### src/rtl/uart_fifo_mem.sv
// Dual-port UART register bank with parametrised TX/RX FIFOs, sticky overflow, flush and level irq.
// Latency: reads are combinational; FIFO, status, tx_pending and irq update on the next posedge.
// Backpressure: none; a push to a full FIFO is dropped and sets its sticky overflow flag.
// Optional: define UART_TIMESTAMP_EN to add a 16-bit cycle counter captured on RX push (CPU 0x28).
module uart_fifo_mem #(
    parameter int DATA_W   = 8,
    parameter int TX_DEPTH = 16,
    parameter int RX_DEPTH = 16
) (
    input  logic        clk,
    input  logic        reset,
    input  logic [31:0] addr,
    input  logic        rd_en,
    input  logic        wr_en,
    input  logic [31:0] wdata,
    output logic [31:0] rdata,
    input  logic [31:0] addr_cpu,
    input  logic        rd_en_cpu,
    input  logic        wr_en_cpu,
    input  logic [31:0] wdata_cpu,
    output logic [31:0] rdata_cpu,
    output logic        tx_pending,
    output logic        irq
);

    localparam int TX_AW = $clog2(TX_DEPTH);
    localparam int TX_CW = TX_AW + 1;
    localparam int RX_AW = $clog2(RX_DEPTH);
    localparam int RX_CW = RX_AW + 1;

    localparam logic [7:0] A_TXDATA = 8'h18;
    localparam logic [7:0] A_RXDATA = 8'h1c;
    localparam logic [7:0] A_STATUS = 8'h20;
    localparam logic [7:0] A_CTRL   = 8'h24;
    localparam logic [7:0] A_TS     = 8'h28;

    logic [DATA_W-1:0] r_tx_mem [TX_DEPTH];
    logic [DATA_W-1:0] r_rx_mem [RX_DEPTH];
    logic [TX_AW-1:0]  r_tx_wptr, r_tx_rptr;
    logic [RX_AW-1:0]  r_rx_wptr, r_rx_rptr;
    logic [TX_CW-1:0]  r_tx_cnt;
    logic [RX_CW-1:0]  r_rx_cnt;
    logic              r_state, r_tx_ovf, r_rx_ovf;
    logic              r_rx_irq_en, r_tx_irq_en;
    logic              r_tx_pending, r_irq;

    // Address decode: TX is filled by the CPU and drained by the peripheral, RX the reverse.
    wire w_cpu_wr_tx   = wr_en_cpu && (addr_cpu[7:0] == A_TXDATA);
    wire w_cpu_rd_rx   = rd_en_cpu && (addr_cpu[7:0] == A_RXDATA);
    wire w_cpu_wr_stat = wr_en_cpu && (addr_cpu[7:0] == A_STATUS);
    wire w_cpu_wr_ctrl = wr_en_cpu && (addr_cpu[7:0] == A_CTRL);
    wire w_per_rd_tx   = rd_en && (addr[7:0] == A_TXDATA);
    wire w_per_wr_rx   = wr_en && (addr[7:0] == A_RXDATA);

    wire w_clr_ovf  = w_cpu_wr_ctrl && wdata_cpu[2];
    wire w_flush_tx = w_cpu_wr_ctrl && wdata_cpu[3];
    wire w_flush_rx = w_cpu_wr_ctrl && wdata_cpu[4];

    wire w_tx_full  = (r_tx_cnt == TX_CW'(TX_DEPTH));
    wire w_tx_empty = (r_tx_cnt == '0);
    wire w_rx_full  = (r_rx_cnt == RX_CW'(RX_DEPTH));
    wire w_rx_empty = (r_rx_cnt == '0);

    // A pop frees a slot in the same edge, so a full FIFO still accepts a push alongside a pop.
    wire w_tx_pop     = w_per_rd_tx && !w_tx_empty;
    wire w_tx_push    = w_cpu_wr_tx && (!w_tx_full || w_tx_pop);
    wire w_tx_ovf_set = w_cpu_wr_tx && w_tx_full && !w_tx_pop && !w_flush_tx;
    wire w_rx_pop     = w_cpu_rd_rx && !w_rx_empty;
    wire w_rx_push    = w_per_wr_rx && (!w_rx_full || w_rx_pop);
    wire w_rx_ovf_set = w_per_wr_rx && w_rx_full && !w_rx_pop && !w_flush_rx;

    // Enables as they will be after this edge, so irq tracks post-edge state.
    wire w_rx_irq_en_nxt = w_cpu_wr_ctrl ? wdata_cpu[0] : r_rx_irq_en;
    wire w_tx_irq_en_nxt = w_cpu_wr_ctrl ? wdata_cpu[1] : r_tx_irq_en;

    // Bus bits outside the decoded/character range are intentionally ignored.
    wire w_unused_bits = ^{addr, addr_cpu, wdata, wdata_cpu};

    logic [TX_CW-1:0] w_tx_cnt_nxt;
    logic [RX_CW-1:0] w_rx_cnt_nxt;

    // Next occupancy: flush overrides, otherwise net of accepted push and pop.
    always_comb begin
        w_tx_cnt_nxt = r_tx_cnt;
        w_rx_cnt_nxt = r_rx_cnt;
        if (w_flush_tx)
            w_tx_cnt_nxt = '0;
        else if (w_tx_push && !w_tx_pop)
            w_tx_cnt_nxt = r_tx_cnt + TX_CW'(1);
        else if (w_tx_pop && !w_tx_push)
            w_tx_cnt_nxt = r_tx_cnt - TX_CW'(1);
        if (w_flush_rx)
            w_rx_cnt_nxt = '0;
        else if (w_rx_push && !w_rx_pop)
            w_rx_cnt_nxt = r_rx_cnt + RX_CW'(1);
        else if (w_rx_pop && !w_rx_push)
            w_rx_cnt_nxt = r_rx_cnt - RX_CW'(1);
    end

    // FIFO storage; contents need no reset since occupancy gates every read.
    always_ff @(posedge clk) begin
        if (w_tx_push)
            r_tx_mem[r_tx_wptr] <= wdata_cpu[DATA_W-1:0];
        if (w_rx_push)
            r_rx_mem[r_rx_wptr] <= wdata[DATA_W-1:0];
    end

    // Pointers and counts; pointers wrap naturally because depths are powers of two.
    always_ff @(posedge clk) begin
        if (reset) begin
            r_tx_wptr <= '0;
            r_tx_rptr <= '0;
            r_tx_cnt  <= '0;
            r_rx_wptr <= '0;
            r_rx_rptr <= '0;
            r_rx_cnt  <= '0;
        end else begin
            r_tx_cnt <= w_tx_cnt_nxt;
            r_rx_cnt <= w_rx_cnt_nxt;
            if (w_flush_tx) begin
                r_tx_wptr <= '0;
                r_tx_rptr <= '0;
            end else begin
                if (w_tx_push) r_tx_wptr <= r_tx_wptr + TX_AW'(1);
                if (w_tx_pop)  r_tx_rptr <= r_tx_rptr + TX_AW'(1);
            end
            if (w_flush_rx) begin
                r_rx_wptr <= '0;
                r_rx_rptr <= '0;
            end else begin
                if (w_rx_push) r_rx_wptr <= r_rx_wptr + RX_AW'(1);
                if (w_rx_pop)  r_rx_rptr <= r_rx_rptr + RX_AW'(1);
            end
        end
    end

    // Control, state bit and sticky overflow flags; an overflow set beats a same-cycle clear.
    always_ff @(posedge clk) begin
        if (reset) begin
            r_state     <= 1'b0;
            r_tx_ovf    <= 1'b0;
            r_rx_ovf    <= 1'b0;
            r_rx_irq_en <= 1'b0;
            r_tx_irq_en <= 1'b0;
        end else begin
            if (w_cpu_wr_stat)
                r_state <= wdata_cpu[4];
            r_rx_irq_en <= w_rx_irq_en_nxt;
            r_tx_irq_en <= w_tx_irq_en_nxt;
            if (w_tx_ovf_set)   r_tx_ovf <= 1'b1;
            else if (w_clr_ovf) r_tx_ovf <= 1'b0;
            if (w_rx_ovf_set)   r_rx_ovf <= 1'b1;
            else if (w_clr_ovf) r_rx_ovf <= 1'b0;
        end
    end

    // Registered outputs computed from post-edge occupancy and enables.
    always_ff @(posedge clk) begin
        if (reset) begin
            r_tx_pending <= 1'b0;
            r_irq        <= 1'b0;
        end else begin
            r_tx_pending <= (w_tx_cnt_nxt != '0);
            r_irq        <= (w_rx_irq_en_nxt && (w_rx_cnt_nxt != '0)) ||
                            (w_tx_irq_en_nxt && (w_tx_cnt_nxt == '0));
        end
    end

    assign tx_pending = r_tx_pending;
    assign irq        = r_irq;

    wire [31:0] w_tx_head = w_tx_empty ? 32'h0 : 32'(r_tx_mem[r_tx_rptr]);
    wire [31:0] w_rx_head = w_rx_empty ? 32'h0 : 32'(r_rx_mem[r_rx_rptr]);
    wire [31:0] w_status  = {8'h0, 8'(r_rx_cnt), 8'(r_tx_cnt), 1'b0, r_rx_ovf, r_tx_ovf,
                             r_state, w_rx_empty, w_rx_full, w_tx_empty, w_tx_full};
    wire [31:0] w_ctrl    = {30'h0, r_tx_irq_en, r_rx_irq_en};
    wire [31:0] w_ts_rd;

`ifdef UART_TIMESTAMP_EN
    logic [15:0] r_ts_cnt, r_ts;

    // Free-running cycle counter, sampled whenever an RX byte is accepted.
    always_ff @(posedge clk) begin
        if (reset) begin
            r_ts_cnt <= 16'h0;
            r_ts     <= 16'h0;
        end else begin
            r_ts_cnt <= r_ts_cnt + 16'h1;
            if (w_rx_push)
                r_ts <= r_ts_cnt;
        end
    end

    assign w_ts_rd = {16'h0, r_ts};
`else
    assign w_ts_rd = 32'h0;
`endif

    // Peripheral read mux: drains TX, sees status and control.
    always_comb begin
        rdata = 32'h0;
        if (rd_en) begin
            case (addr[7:0])
                A_TXDATA: rdata = w_tx_head;
                A_STATUS: rdata = w_status;
                A_CTRL:   rdata = w_ctrl;
                default:  rdata = 32'h0;
            endcase
        end
    end

    // CPU read mux: drains RX, sees status, control and the optional timestamp.
    always_comb begin
        rdata_cpu = 32'h0;
        if (rd_en_cpu) begin
            case (addr_cpu[7:0])
                A_RXDATA: rdata_cpu = w_rx_head;
                A_STATUS: rdata_cpu = w_status;
                A_CTRL:   rdata_cpu = w_ctrl;
                A_TS:     rdata_cpu = w_ts_rd;
                default:  rdata_cpu = 32'h0;
            endcase
        end
    end

endmodule

### config.mk
export PLATFORM = sky130hd
export DESIGN_NAME = uart_fifo_mem
export DESIGN_NICKNAME = d
export VERILOG_FILES = /design/src/rtl/uart_fifo_mem.sv
export SDC_FILE = /design/constraint.sdc
export NUM_CORES = 1
export LEC_CHECK = 0
export ABC_CLOCK_PERIOD_IN_PS = 4100
export BUFFER_PORTS_ARGS = -buffer_cell sky130_fd_sc_hd__buf_4
export CAP_MARGIN = 20
export CORE_MARGIN = 3
export CORE_UTILIZATION = 52
export DETAILED_ROUTE_END_ITERATION = 12
export PLACE_DENSITY = 0.81
export SLEW_MARGIN = 20
export SYNTH_ARGS = -nofsm -noshare
export SYNTH_HDL_FRONTEND = slang
export SYNTH_SLANG_ARGS = --single-unit
### constraint.sdc
create_clock -name clk -period 4.1 [get_ports clk]
set_input_delay 0.41 -clock clk [delete_from_list [all_inputs] [get_ports clk]]
set_output_delay 0.41 -clock clk [all_outputs]
set_load 0.1 [all_outputs]
=== Yosys cells after proc, flatten, opt, wreduce, memory -nomap -nowiden ===
Memories as Yosys holds them, arrays and structs flattened. A register that Yosys moved wholly into a read port is not among the register bits.
Index checks and enable logic that the tools add are counted.
Widths: inputs -> output; s select.

* Register bits after elaboration: 33
* Memories kept: 2
* Bits in writable memories: 256
* Logic and storage cells: 105

* Reductions and logical operators: 47
* Mux-type cells: 25
* Add/sub/neg operators: 8
* Eq/ne operators: 10

{| class="wikitable"
|+ Memories
! memory !! words !! bits a word !! rd ports !! clocked after Yosys merged registers in !! wr ports !! line !! RTL
|-
| r_rx_mem || 16 || 8 || 1 || 1 || 1 || 38 || <nowiki>logic [DATA_W-1:0] r_rx_mem [RX_DEPTH];</nowiki>
|-
| r_tx_mem || 16 || 8 || 1 || 1 || 1 || 37 || <nowiki>logic [DATA_W-1:0] r_tx_mem [TX_DEPTH];</nowiki>
|}

{| class="wikitable"
|+ Operators by type and width
! kind !! count
|-
| $pmux 21 s3 || 2
|-
| $mux 21 || 2
|-
| $eq 8x5->1 const B || 4
|-
| $eq 8x6->1 const B || 4
|-
| $mux 5 || 6
|-
| $logic_and 1x1->1 || 25
|-
| $add 4x1->4 const B || 4
|-
| $mux 4 || 4
|-
| $mux 8 || 2
|-
| $logic_not 5->1 || 3
|-
| $add 5x1->5 const B || 2
|-
| $eq 5x5->1 const B || 2
|-
| $logic_not 1->1 || 10
|-
| $reduce_bool 5->1 || 2
|-
| $sub 5x1->5 const B || 2
|-
| $mux 1 || 9
|-
| $reduce_bool 2->1 || 2
|-
| $reduce_or 2->1 || 2
|-
| $logic_or 1x1->1 || 3
|}

=== Longest topological paths before layout ===
* Depth after elaboration: 13
* Gate-level depth with buffers: 10
* Depth with buffers taken out: 9

=== Worst setup path before layout ===
No wires, ideal clock.

* Path kind: register to output
* Start: reg (tool-made name)
* End: out rdata[4]
* Arrival: 3.676 ns
* Slack: 0.014 ns
* Data required time: 3.690 ns
* Cell stages (with the launch flop): 8
* Path through: dfxtp_1 > buf_2 > buf_2 > buf_2 > mux4_2 > mux4_2 > inv_1 > o21ai_0

{| class="wikitable"
|+ RTL lines
! what !! line !! RTL
|-
| end, declared || 16 || <nowiki>output logic [31:0] rdata,</nowiki>
|}

==> impl_metrics.tcl <==
set metrics [dict create \
    worstHoldPathType "input port to flop" \
    grt_max_degree 21 \
    min_from "reset" \
    core_mm2 0.0236 \
    r2r-end "r_tx_mem[7][5]" \
    htreeDepth 1 \
    intPower_mw 4.80 \
    cellPowerDensity_mw_per_mm2 420 \
    setup_viol 0 \
    cp_max_fo 16 \
    switching_power_mw 1.25 \
    layout-drive-gt1-share_pct 28.4 \
    diodes 0 \
    synthCells 743 \
    drv_cap 0 \
    grtUsageMet1_pct 27.3 \
    rsz0062_at_grt "no" \
    avgSynthCellArea_um2 16.9 \
    holdPathEnd "r_rx_cnt[2]" \
    clkSinkCount 297 \
    crit_type "flop to output port" \
    cts-resized-gates 0 \
    r2r_cells 8 \
    leakagePower_nw 4.83 \
    area_growth_pct 15.1 \
    holdWs_ps 134 \
    synth_area_mm2 0.0125 \
    startpoint_type "flop" \
    die_area_mm2 0.0260 \
    maxSlewViolCount 0 \
    layout_min_cycle_time_ps 3630 \
    yosys.area.top_type_share_pct 61.3 \
    synth-edff-count 256 \
    fin_crit_sh_pct 88.6 \
    ir_drop_mv 0.400 \
    synth_cell_types 58 \
    antenna_found_initial 0 \
    die_width_um 161 \
    final_antenna_net_count 0 \
    setup_tns_ps 0 \
    io_pins 200 \
    ys_dominant_reg_cell "edfxtp_1" \
    via_per_inst 5.90 \
    seq_area_frac_synth_pct 67.9 \
    reg2reg_slack_ps 740 \
    grt.total_usage_pct 21.3 \
    slew_headroom_pct 42.8 \
    critical_path_required_ps 3690 \
    comb_power_share_pct 4.1 \
    met2_usage_pct 38.1 \
    place_area_mm2 0.0135 \
    ys_async_sr_fraction_pct 0 \
    gp_congestion 0.881 \
    place_inst 1136 \
    ys_warn_count 0 \
    ys_top_cells_by_count "edfxtp_1 (256), mux4_2 (80), nor2_1 (62), dfxtp_1 (41), nand2_1 (32)" \
    finalPower_mw 6.06 \
    critPathArrivalTime_ps 3220 \
    nets 997 \
    rows 56 \
    cp-end-kind "output port" \
    grt_pass1_wl_mm 42.3 \
    grt_use_met3_pct 2.90 \
    post_cts_buffers 0 \
    grt_pass1_vias 7181 \
    final_area_mm2 0.0144 \
    ys_ff_latch 297 \
    finClkSkew_ps 16.7 \
    clk_pin_slew_ps 60 \
    power_frac_clock_pct 41.7 \
    firstDrtPassIters 5 \
    pre_cts_slack_ps 800 \
    initial_core_util_pct 53.1 \
    cts_buffers 28 \
    drc 0 \
    wire_per_inst_um 23.1 \
    root_buffer "clkbuf_16" \
    whs_path_depth 2 \
    top_usage_layer "met2" \
    port_buffers 75 \
    vias 6993 \
    die_y_um 161 \
    max_freq_ghz 0.275 \
    clock_tree.buffer_depth 3 \
    cts_tree "built" \
    crit-reg2reg-launch "r_tx_cnt[1]" \
    yosysMostFrequentCell "edfxtp_1" \
    overflow 0 \
    routed_wl_mm 27.3 \
    report.final.hold_viol_count 0 \
    cts_hold_buf 0 \
    insertion_delay_ps 530 \
    place_hpwl_mm 17.8 \
    p_seq_share_pct 54.2 \
    setup_slack_ps 467 \
    instances_no_fill 1186 \
    fin_util_pct 61.1 \
    worstMarginPinSlew_ps 851 \
    status "finished, final reports clean" \
    swShare_pct 20.7 \
    yosysTopAreaCell "edfxtp_1" \
    synthTopCellsByArea "edfxtp_1 (61%), mux4_2 (14%), dfxtp_1 (6.5%)" \
    drtIter0Drc 599 \
]
==> sequential cells by signal, indices dropped and copies added (netlist names), named ones only <==
register and flops:
r_rx_ovf 1, r_tx_rptr 4, r_tx_irq_en 1, r_rx_mem 128
r_rx_irq_en 1, r_tx_mem 128, irq 1, r_tx_cnt 5
r_tx_wptr 4, r_tx_ovf 1, r_rx_cnt 5, tx_pending 1
r_rx_rptr 4, r_rx_wptr 4, r_state 1
==> power groups by stage <==
stage / Clock (mW) / Combinational [mW] / Sequential, mW
2_1_floorplan: 0 / 0.175 / 3.36
3_3_place_gp: 0 / 0.237 / 3.35
3_5_place_dp: 0 / 0.243 / 3.35
4_1_cts: 2.57 / 0.244 / 3.28
5_1_grt: 2.68 / 0.261 / 3.28
6_report: 2.53 / 0.246 / 3.28
==> layer usage <==
metal	vias to the layer above	routed length [um]
met4	0	699
met1	3603	10500
met3	48	1470
li1	3065	-
met2	277	14700
met5	-	0
==> critical path, cell delays in order, from the launching register on <==
cell and delay (ps):
dfxtp_2 750, buf_4 360, mux4_2 560, mux4_2 520
a22o_1 250, buf_4 240
==> final cells by class <==
| class | instances | area [um2] |
|---|---|---|
| fillers | 1637 | 9180 |
| flip-flops and latches | 297 | 8510 |
| multi-input cells | 395 | 3710 |
| repair buffers | 112 | 866 |
| clock buffers | 36 | 752 |
| well taps | 319 | 399 |
| clock inverters | 14 | 146 |
| inverters | 13 | 48.8 |
==> how the worst max path moves through the flow <==
stage          startpoint        endpoint  slack (ps)  depth (start not counted)
2_1_floorplan        flop        rdata[4]          10                          7
3_3_place_gp      addr[2]  r_tx_mem[7][7]         860                          7
3_5_place_dp      addr[2]  r_tx_mem[3][6]         800                          7
4_1_cts              flop        rdata[5]         430                          5
5_1_grt              flop        rdata[5]         320                          5
6_report             flop        rdata[5]         470                          5
==> cell usage in the layout (no fill, tap or decap), types with 7 or more instances in the layout <==
| cell type | instances |
|---|---|
| xor2_1 | 10 |
| nand3_1 | 10 |
| nor2_1 | 62 |
| ha_1 | 16 |
| and3_1 | 20 |
| dfxtp_1 | 39 |
| mux4_2 | 80 |
| inv_1 | 13 |
| xnor2_1 | 8 |
| nand2_1 | 32 |
| o21ai_0 | 8 |
| a21oi_1 | 11 |
| clkbuf_16 | 29 |
| nor3_1 | 15 |
| edfxtp_1 | 256 |
| nand4_1 | 8 |
| and2_1 | 9 |
| clkbuf_1 | 7 |
| nor2b_1 | 7 |
| conb_1 | 28 |
| buf_4 | 110 |
==> cells by family after synthesis <==
group,count (synthesis),synth area share [%]
AOI/OAI and AO/OA,47,2.56
xor gates and xnor gates,18,1.26
adders and majority gates,16,1.60
buffers and inverters,78,3.38
DFF,297,67.9
muxes,83,14.6
other,1,0.0299
and+or+nand+nor,203,8.69
Note: power is estimated with default switching activity, not from simulation.
